`config.mk`:
```
export PLATFORM = sky130hd
export DESIGN_NAME = decode_stage
export DESIGN_NICKNAME = d
export VERILOG_FILES = /design/src/rtl/decode_pkg.sv /design/src/rtl/decode_core.sv /design/src/rtl/decode_stage.sv
export SDC_FILE = /design/constraint.sdc
export NUM_CORES = 1
export LEC_CHECK = 0
export ABC_AREA = 1
export CAP_MARGIN = 15
export CORE_MARGIN = 1.5
export CORE_UTILIZATION = 40
export CTS_CLUSTER_DIAMETER = 50
export DETAILED_ROUTE_END_ITERATION = 12
export HOLD_SLACK_MARGIN = 0.06
export PLACE_DENSITY = 0.71
export SYNTH_ARGS = -nofsm -noshare
export SYNTH_HDL_FRONTEND = slang
export SYNTH_SLANG_ARGS = --single-unit
```
`constraint.sdc`:
```
create_clock -name clk -period 1.75 [get_ports clk]
set_input_delay 0.175 -clock clk [delete_from_list [all_inputs] [get_ports clk]]
set_output_delay 0.175 -clock clk [all_outputs]
set_load 0.005 [all_outputs]
```
`src/rtl/decode_pkg.sv`:
```
// Shared constants and the decoded-control bundle for the MIPS decode stage.
package decode_pkg;

    localparam logic [3:0] ALU_AND = 4'b0000;
    localparam logic [3:0] ALU_OR  = 4'b0001;
    localparam logic [3:0] ALU_ADD = 4'b0010;
    localparam logic [3:0] ALU_SUB = 4'b0110;
    localparam logic [3:0] ALU_SLT = 4'b0111;
    localparam logic [3:0] ALU_NOR = 4'b1100;
    localparam logic [3:0] ALU_BAD = 4'b1111;

    localparam logic [5:0] OPC_RTYPE = 6'h00;
    localparam logic [5:0] OPC_BEQ   = 6'h04;
    localparam logic [5:0] OPC_ADDI  = 6'h08;
    localparam logic [5:0] OPC_SLTI  = 6'h0A;
    localparam logic [5:0] OPC_ANDI  = 6'h0C;
    localparam logic [5:0] OPC_ORI   = 6'h0D;
    localparam logic [5:0] OPC_LW    = 6'h23;
    localparam logic [5:0] OPC_SW    = 6'h2B;

    localparam logic [5:0] FN_ADD = 6'h20;
    localparam logic [5:0] FN_SUB = 6'h22;
    localparam logic [5:0] FN_AND = 6'h24;
    localparam logic [5:0] FN_OR  = 6'h25;
    localparam logic [5:0] FN_NOR = 6'h27;
    localparam logic [5:0] FN_SLT = 6'h2A;

    typedef struct packed {
        logic [3:0] op;
        logic       ssel;
        logic       reg_we;
        logic       mem_re;
        logic       mem_we;
        logic       branch;
        logic       illegal;
        logic [4:0] rdst;
    } ctrl_t;

    // Idle/reset contents of the output register: undefined ALU op, no side effects.
    function automatic ctrl_t ctrl_reset();
        ctrl_t c;
        c    = '0;
        c.op = ALU_BAD;
        return c;
    endfunction

endpackage

```
`src/rtl/decode_core.sv`:
```
// Purely combinational instruction decode: ALU op, operand select, control bits and immediate.
module decode_core
    import decode_pkg::*;
#(
    parameter int DWIDTH   = 32,
    parameter int LOGIC_ZX = 1
) (
    input  logic [DWIDTH-1:0] instr,
    output ctrl_t             ctrl,
    output logic [DWIDTH-1:0] imm,
    output logic [4:0]        rs1,
    output logic [4:0]        rs2,
    output logic              uses_rs2
);

    logic [5:0]        opcode;
    logic [5:0]        funct;
    logic              use_imm;
    logic              zero_ext;
    logic [DWIDTH-1:0] imm_sx;
    logic [DWIDTH-1:0] imm_zx;

    assign opcode = instr[31:26];
    assign funct  = instr[5:0];
    assign rs1    = instr[25:21];
    assign rs2    = instr[20:16];
    assign imm_sx = {{(DWIDTH-16){instr[15]}}, instr[15:0]};
    assign imm_zx = {{(DWIDTH-16){1'b0}}, instr[15:0]};
    assign imm    = use_imm ? (zero_ext ? imm_zx : imm_sx) : '0;

    always_comb begin
        ctrl         = ctrl_reset();
        ctrl.illegal = 1'b1;
        uses_rs2     = 1'b0;
        use_imm      = 1'b0;
        zero_ext     = 1'b0;
        case (opcode)
            OPC_RTYPE: begin
                uses_rs2 = 1'b1;
                case (funct)
                    FN_ADD:  ctrl.op = ALU_ADD;
                    FN_SUB:  ctrl.op = ALU_SUB;
                    FN_AND:  ctrl.op = ALU_AND;
                    FN_OR:   ctrl.op = ALU_OR;
                    FN_NOR:  ctrl.op = ALU_NOR;
                    FN_SLT:  ctrl.op = ALU_SLT;
                    default: ctrl.op = ALU_BAD;
                endcase
                if (ctrl.op != ALU_BAD) begin
                    ctrl.illegal = 1'b0;
                    ctrl.ssel    = 1'b1;
                    ctrl.reg_we  = 1'b1;
                    ctrl.rdst    = instr[15:11];
                end
            end
            OPC_ADDI, OPC_SLTI, OPC_ANDI, OPC_ORI, OPC_LW: begin
                ctrl.illegal = 1'b0;
                ctrl.reg_we  = 1'b1;
                ctrl.rdst    = instr[20:16];
                use_imm      = 1'b1;
                case (opcode)
                    OPC_SLTI: ctrl.op = ALU_SLT;
                    OPC_ANDI: begin
                        ctrl.op  = ALU_AND;
                        zero_ext = (LOGIC_ZX != 0);
                    end
                    OPC_ORI: begin
                        ctrl.op  = ALU_OR;
                        zero_ext = (LOGIC_ZX != 0);
                    end
                    OPC_LW: begin
                        ctrl.op     = ALU_ADD;
                        ctrl.mem_re = 1'b1;
                    end
                    default:  ctrl.op = ALU_ADD;
                endcase
            end
            OPC_SW: begin
                ctrl.illegal = 1'b0;
                ctrl.op      = ALU_ADD;
                ctrl.mem_we  = 1'b1;
                use_imm      = 1'b1;
                uses_rs2     = 1'b1;
            end
            OPC_BEQ: begin
                ctrl.illegal = 1'b0;
                ctrl.op      = ALU_SUB;
                ctrl.ssel    = 1'b1;
                ctrl.branch  = 1'b1;
                uses_rs2     = 1'b1;
            end
            default: ;
        endcase
    end

endmodule

```
`src/rtl/decode_stage.sv`:
```
// Registered decode stage: valid/ready handshake, load-use hazard bubble and saturating stall counter.
module decode_stage
    import decode_pkg::*;
#(
    parameter int DWIDTH   = 32,
    parameter int LOGIC_ZX = 1,
    parameter int CNT_W    = 16
) (
    input  logic              clk,
    input  logic              rst_n,
    input  logic              in_valid,
    output logic              in_ready,
    input  logic [DWIDTH-1:0] instr,
    input  logic              flush,
    output logic              out_valid,
    input  logic              out_ready,
    output logic [3:0]        op,
    output logic              ssel,
    output logic [DWIDTH-1:0] imm,
    output logic [4:0]        rs1_id,
    output logic [4:0]        rs2_id,
    output logic [4:0]        rdst_id,
    output logic              reg_we,
    output logic              mem_re,
    output logic              mem_we,
    output logic              branch,
    output logic              illegal,
    output logic [CNT_W-1:0]  stall_cnt
);

    ctrl_t             dec_ctrl;
    logic [DWIDTH-1:0] dec_imm;
    logic [4:0]        dec_rs1;
    logic [4:0]        dec_rs2;
    logic              dec_uses_rs2;

    ctrl_t             ctrl_q;
    logic [DWIDTH-1:0] imm_q;
    logic [4:0]        rs1_q;
    logic [4:0]        rs2_q;

    logic hazard;
    logic fire_in;
    logic fire_out;

    decode_core #(
        .DWIDTH   (DWIDTH),
        .LOGIC_ZX (LOGIC_ZX)
    ) u_core (
        .instr    (instr),
        .ctrl     (dec_ctrl),
        .imm      (dec_imm),
        .rs1      (dec_rs1),
        .rs2      (dec_rs2),
        .uses_rs2 (dec_uses_rs2)
    );

    // Incoming instr reads a register the held load has not yet produced.
    assign hazard = out_valid & ctrl_q.mem_re & (ctrl_q.rdst != 5'd0) &
                    ((dec_rs1 == ctrl_q.rdst) | (dec_uses_rs2 & (dec_rs2 == ctrl_q.rdst)));

    assign in_ready = !flush & !hazard & (!out_valid | out_ready);
    assign fire_in  = in_valid & in_ready;
    assign fire_out = out_valid & out_ready;

    always_ff @(posedge clk or negedge rst_n) begin
        if (!rst_n) begin
            out_valid <= 1'b0;
            ctrl_q    <= ctrl_reset();
            imm_q     <= '0;
            rs1_q     <= '0;
            rs2_q     <= '0;
        end else if (flush) begin
            out_valid <= 1'b0;
        end else if (fire_in) begin
            out_valid <= 1'b1;
            ctrl_q    <= dec_ctrl;
            imm_q     <= dec_imm;
            rs1_q     <= dec_rs1;
            rs2_q     <= dec_rs2;
        end else if (fire_out) begin
            out_valid <= 1'b0;
        end
    end

    always_ff @(posedge clk or negedge rst_n) begin
        if (!rst_n) begin
            stall_cnt <= '0;
        end else if (in_valid && hazard && !flush && !(&stall_cnt)) begin
            stall_cnt <= stall_cnt + CNT_W'(1);
        end
    end

    assign op      = ctrl_q.op;
    assign ssel    = ctrl_q.ssel;
    assign imm     = imm_q;
    assign rs1_id  = rs1_q;
    assign rs2_id  = rs2_q;
    assign rdst_id = ctrl_q.rdst;
    assign reg_we  = ctrl_q.reg_we;
    assign mem_re  = ctrl_q.mem_re;
    assign mem_we  = ctrl_q.mem_we;
    assign branch  = ctrl_q.branch;
    assign illegal = ctrl_q.illegal;

endmodule

```
==> impl_metrics.csv <==
group,metric,value,unit
clock_tree,clock_tree.buffer_depth,2,
placement,port_buffers,111,
route,first_iter_violations,113,
placement,hpwlAfterDp,7427,um
logic_synthesis,synth_top_area_cell,"dfrtp_1",
timing,fmaxAchievable,0.5600,GHz
power_and_ir_drop,total_power,3.502,mW
route,first_pass_iters,4,
worst_setup_path,reg2reg_to,"imm[5]",
power_and_ir_drop,ir_drop,354.6,uV
logic_synthesis,synthAdderAreaFrac,0.003442,
timing,hold_viol,0,
global_routing,antenna_found_initial,0,
route,drcViolationCount,0,
global_routing,gr-usage-all-layers,0.2116,
route,ant_nets,0,
logic_synthesis,postSynthAreaPerCell,7.604,um^2
timing,worst_slack,-35.83,ps
placement,dp.cells,713,
logic_synthesis,synth_cell_types,33,
finish,fin_cells,738,
floorplan,start_util,0.4148,
route,via_per_inst,5.076,
timing,maxSlewViolCount,0,
worst_setup_path,cp-startpoint,"rdst_id[1]",
worst_setup_path,worstRegToRegCells,10,
floorplan,ioPinCount,112,
clock_tree,path_clk_slew,80,ps
floorplan,dieArea,9668,um^2
clock_tree,cts_buffers,9,
timing,post-route-period-util,1.020,
placement,gp_congestion,0.8379,
finish,diodes,0,
flow_run,cap_violations,0,
logic_synthesis,synth_top_family_by_area,"simple AND/OR/NAND/NOR gates",
floorplan,fp.dieW,98.33,um
logic_synthesis,synth_mux_area_frac,0,
timing,slew_headroom,0.7304,
logic_synthesis,synth_top_area_frac,0.3787,
global_routing,first_global_vias,3540,
logic_synthesis,synth_nets,516,
floorplan,rows,34,
global_routing,overflow,0,
hold_path,hp-class,"primary input to asynchronous set/reset pin",
timing,setup-violations-final,27,
clock_tree,cts_tree,"yes",
logic_synthesis,yosys.area_share.simple,0.3480,
timing,setup_tns,-398.9,ps
logic_synthesis,ys_warn_count,0,
route,wirelength,10620,um
finish,regArea,1486,um^2
run_status,status,"finished with violations",
logic_synthesis,synth_compound_area_frac,0.06506,
logic_synthesis,syn_inst,478,
logic_synthesis,ys_seq_elements,59,
worst_setup_path,r2r_start,"rdst_id[1]",
clock_tree,clock-root-buffer,"clkbuf_8",
power_and_ir_drop,powerDensity,632.8,nW/um^2
worst_setup_path,crit_type,"flop to flop",
finish,multi_input_area,1814,um^2
route,vias,3746,
finish,fillers,784,
finish,nNetsFinal,663,
worst_setup_path,path_max_fanout,9,
global_routing,grt_pass1_wl,16590,um
clock_tree,cts_sinks,59,
worst_setup_path,r2r_slack,-40,ps
worst_setup_path,crit_required,1990,ps
logic_synthesis,synth.top_cells.by_area,"dfrtp_1 38%, nand2_1 15%, nand4_1 7.6%",
worst_setup_path,cp.arrival,2020,ps
run_status,violations,"setup timing",
floorplan,coreArea,8763,um^2
logic_synthesis,synth_xor_area_frac,0.04819,
logic_synthesis,netlist_area,3635,um^2
placement,place_ws,-429.8,ps
timing,period_needed,1786,ps
clock_tree,ctsHtreeMaxLevel,3,
timing,rsz0062_at_grt,"true",
floorplan,fp.dieH,98.33,um
finish,syn2layout_area_growth,52.25,%
worst_setup_path,start_kind,"flop",
worst_setup_path,endpoint_kind,"flop",
power_and_ir_drop,leakage,2.639,nW
timing,worst_hold_slack,380.6,ps
logic_synthesis,ys_seq_area_frac,0.4076,
global_routing,grt_max_degree,60,
timing,fin_worst_skew,11.11,ps
finish,drive_gt1_frac,0.2286,
route,avgRoutedWirePerCell,14.39,um
timing,max_slew.worst_pin.slew,404.4,ps
clock_tree,clkLatencyLatePin,340,ps
worst_setup_path,crit_path_end,"imm[5]",
[worst min-delay path by stage]
stage               start           end  slack [ps]  cells after the start
CTS                 rst_n  stall_cnt[6]         380                      3
global route        rst_n     rs1_id[1]         410                      3
finish              rst_n     rs1_id[1]         380                      3
detailed placement  rst_n     rs1_id[1]         210                      2
floorplan           rst_n        branch        -120                      0
global placement    rst_n     rs1_id[2]         210                      2
[where the power goes]
part | internal [mW] | leakage [nW] | switching, mW
Combinational | 0.390 | 1.76 | 0.316
Clock | 0.667 | 0.0998 | 0.611
Sequential | 1.46 | 0.781 | 0.0611
[area by class of cell]
cell class / count / share of cell area
Clock buffer: 9 / 0.02238
Clock inverter: 7 / 0.01402
Inverter: 56 / 0.03798
Multi-Input combinational cell: 328 / 0.3278
Sequential cell: 59 / 0.2686
Tap cell: 108 / 0.02442
Timing Repair Buffer: 171 / 0.3048
[what timing repair did]
action,4_1_cts,5_1_grt
hold endpoints to repair,55,0
resized for setup,13,34
setup buffers,4,3
setup endpoints to repair,38,57
gates cloned,0,3
hold buffers,1,0
pin swaps,6,10
[cell usage in the layout, fill, tap and decap left out, types with 19 or more instances in the layout]
master,n
nand4_1,44
nand2_1,121
nand3_1,25
inv_1,52
dfrtp_1,51
nand2_2,19
buf_4,48
nor2_1,38
clkdlybuf4s50_1,109
[sequential cells by signal (all words and copies together) (netlist names)]
name and count:
imm 17, stall_cnt 16, rdst_id 5, rs1_id 5, rs2_id 5, op 4
branch 1, illegal 1, mem_re 1, mem_we 1, out_valid 1, reg_we 1
ssel 1
[through the flow]
step	cell area, um^2	util
2_1_floorplan	3635	-
3_3_place_gp	5091	0.5810
3_5_place_dp	5091	0.5810
4_1_cts	5350	0.6105
5_1_grt	5534	0.6315
6_report	5534	0.6315
[worst max-delay path, cell delays in order (launching register included)]
cell and delay (ps):
dfrtp_2 460, nor2_1 120, nand3_1 70, o211ai_1 170, inv_1 110, buf_6 150, nand2_8 70, nand3_4 170
clkbuf_16 240, nand2_1 60, nand2_1 50
[per-layer routing]
metal  global-route usage  share of wire  up-vias
met5                    0              0        -
met4              0.06609          0.019        0
met3              0.04796          0.041       16
met2               0.3641           0.51       89
met1               0.2637           0.43     1809
li1                     -              -     1832
[synthesized netlist by cell type]
cell       instances
nand2_1          141
dfrtp_1           55
inv_1             53
nand4_1           44
nor2_1            40
nand3_1           28
buf_4             15
o21ai_2           13
xnor2_1           13
o21ai_0           11
buf_6              8
xor2_1             7
nor2_2             6
a21oi_1            5
buf_1              5
buf_2              5
dfstp_2            4
nand3_2            4
o211ai_1           3
clkbuf_1           2
inv_2              2
nand2_4            2
nor3_1             2
clkinv_1           1
ha_1               1
nand3_4            1
nand3b_1           1
nand4_4            1
nor3b_1            1
nor4_1             1
o2111ai_1          1
o21ai_1            1
o22ai_1            1
[kinds of logic (layout without fill, tap and decap cells)]
logic type / Yosys count / in the layout
simple gates: 272 / 272
buf+inv: 91 / 243
flops: 59 / 59
compound gates: 35 / 35
xor+xnor: 20 / 20
fa+ha+maj: 1 / 1
Power figures use the tool's default switching activity.
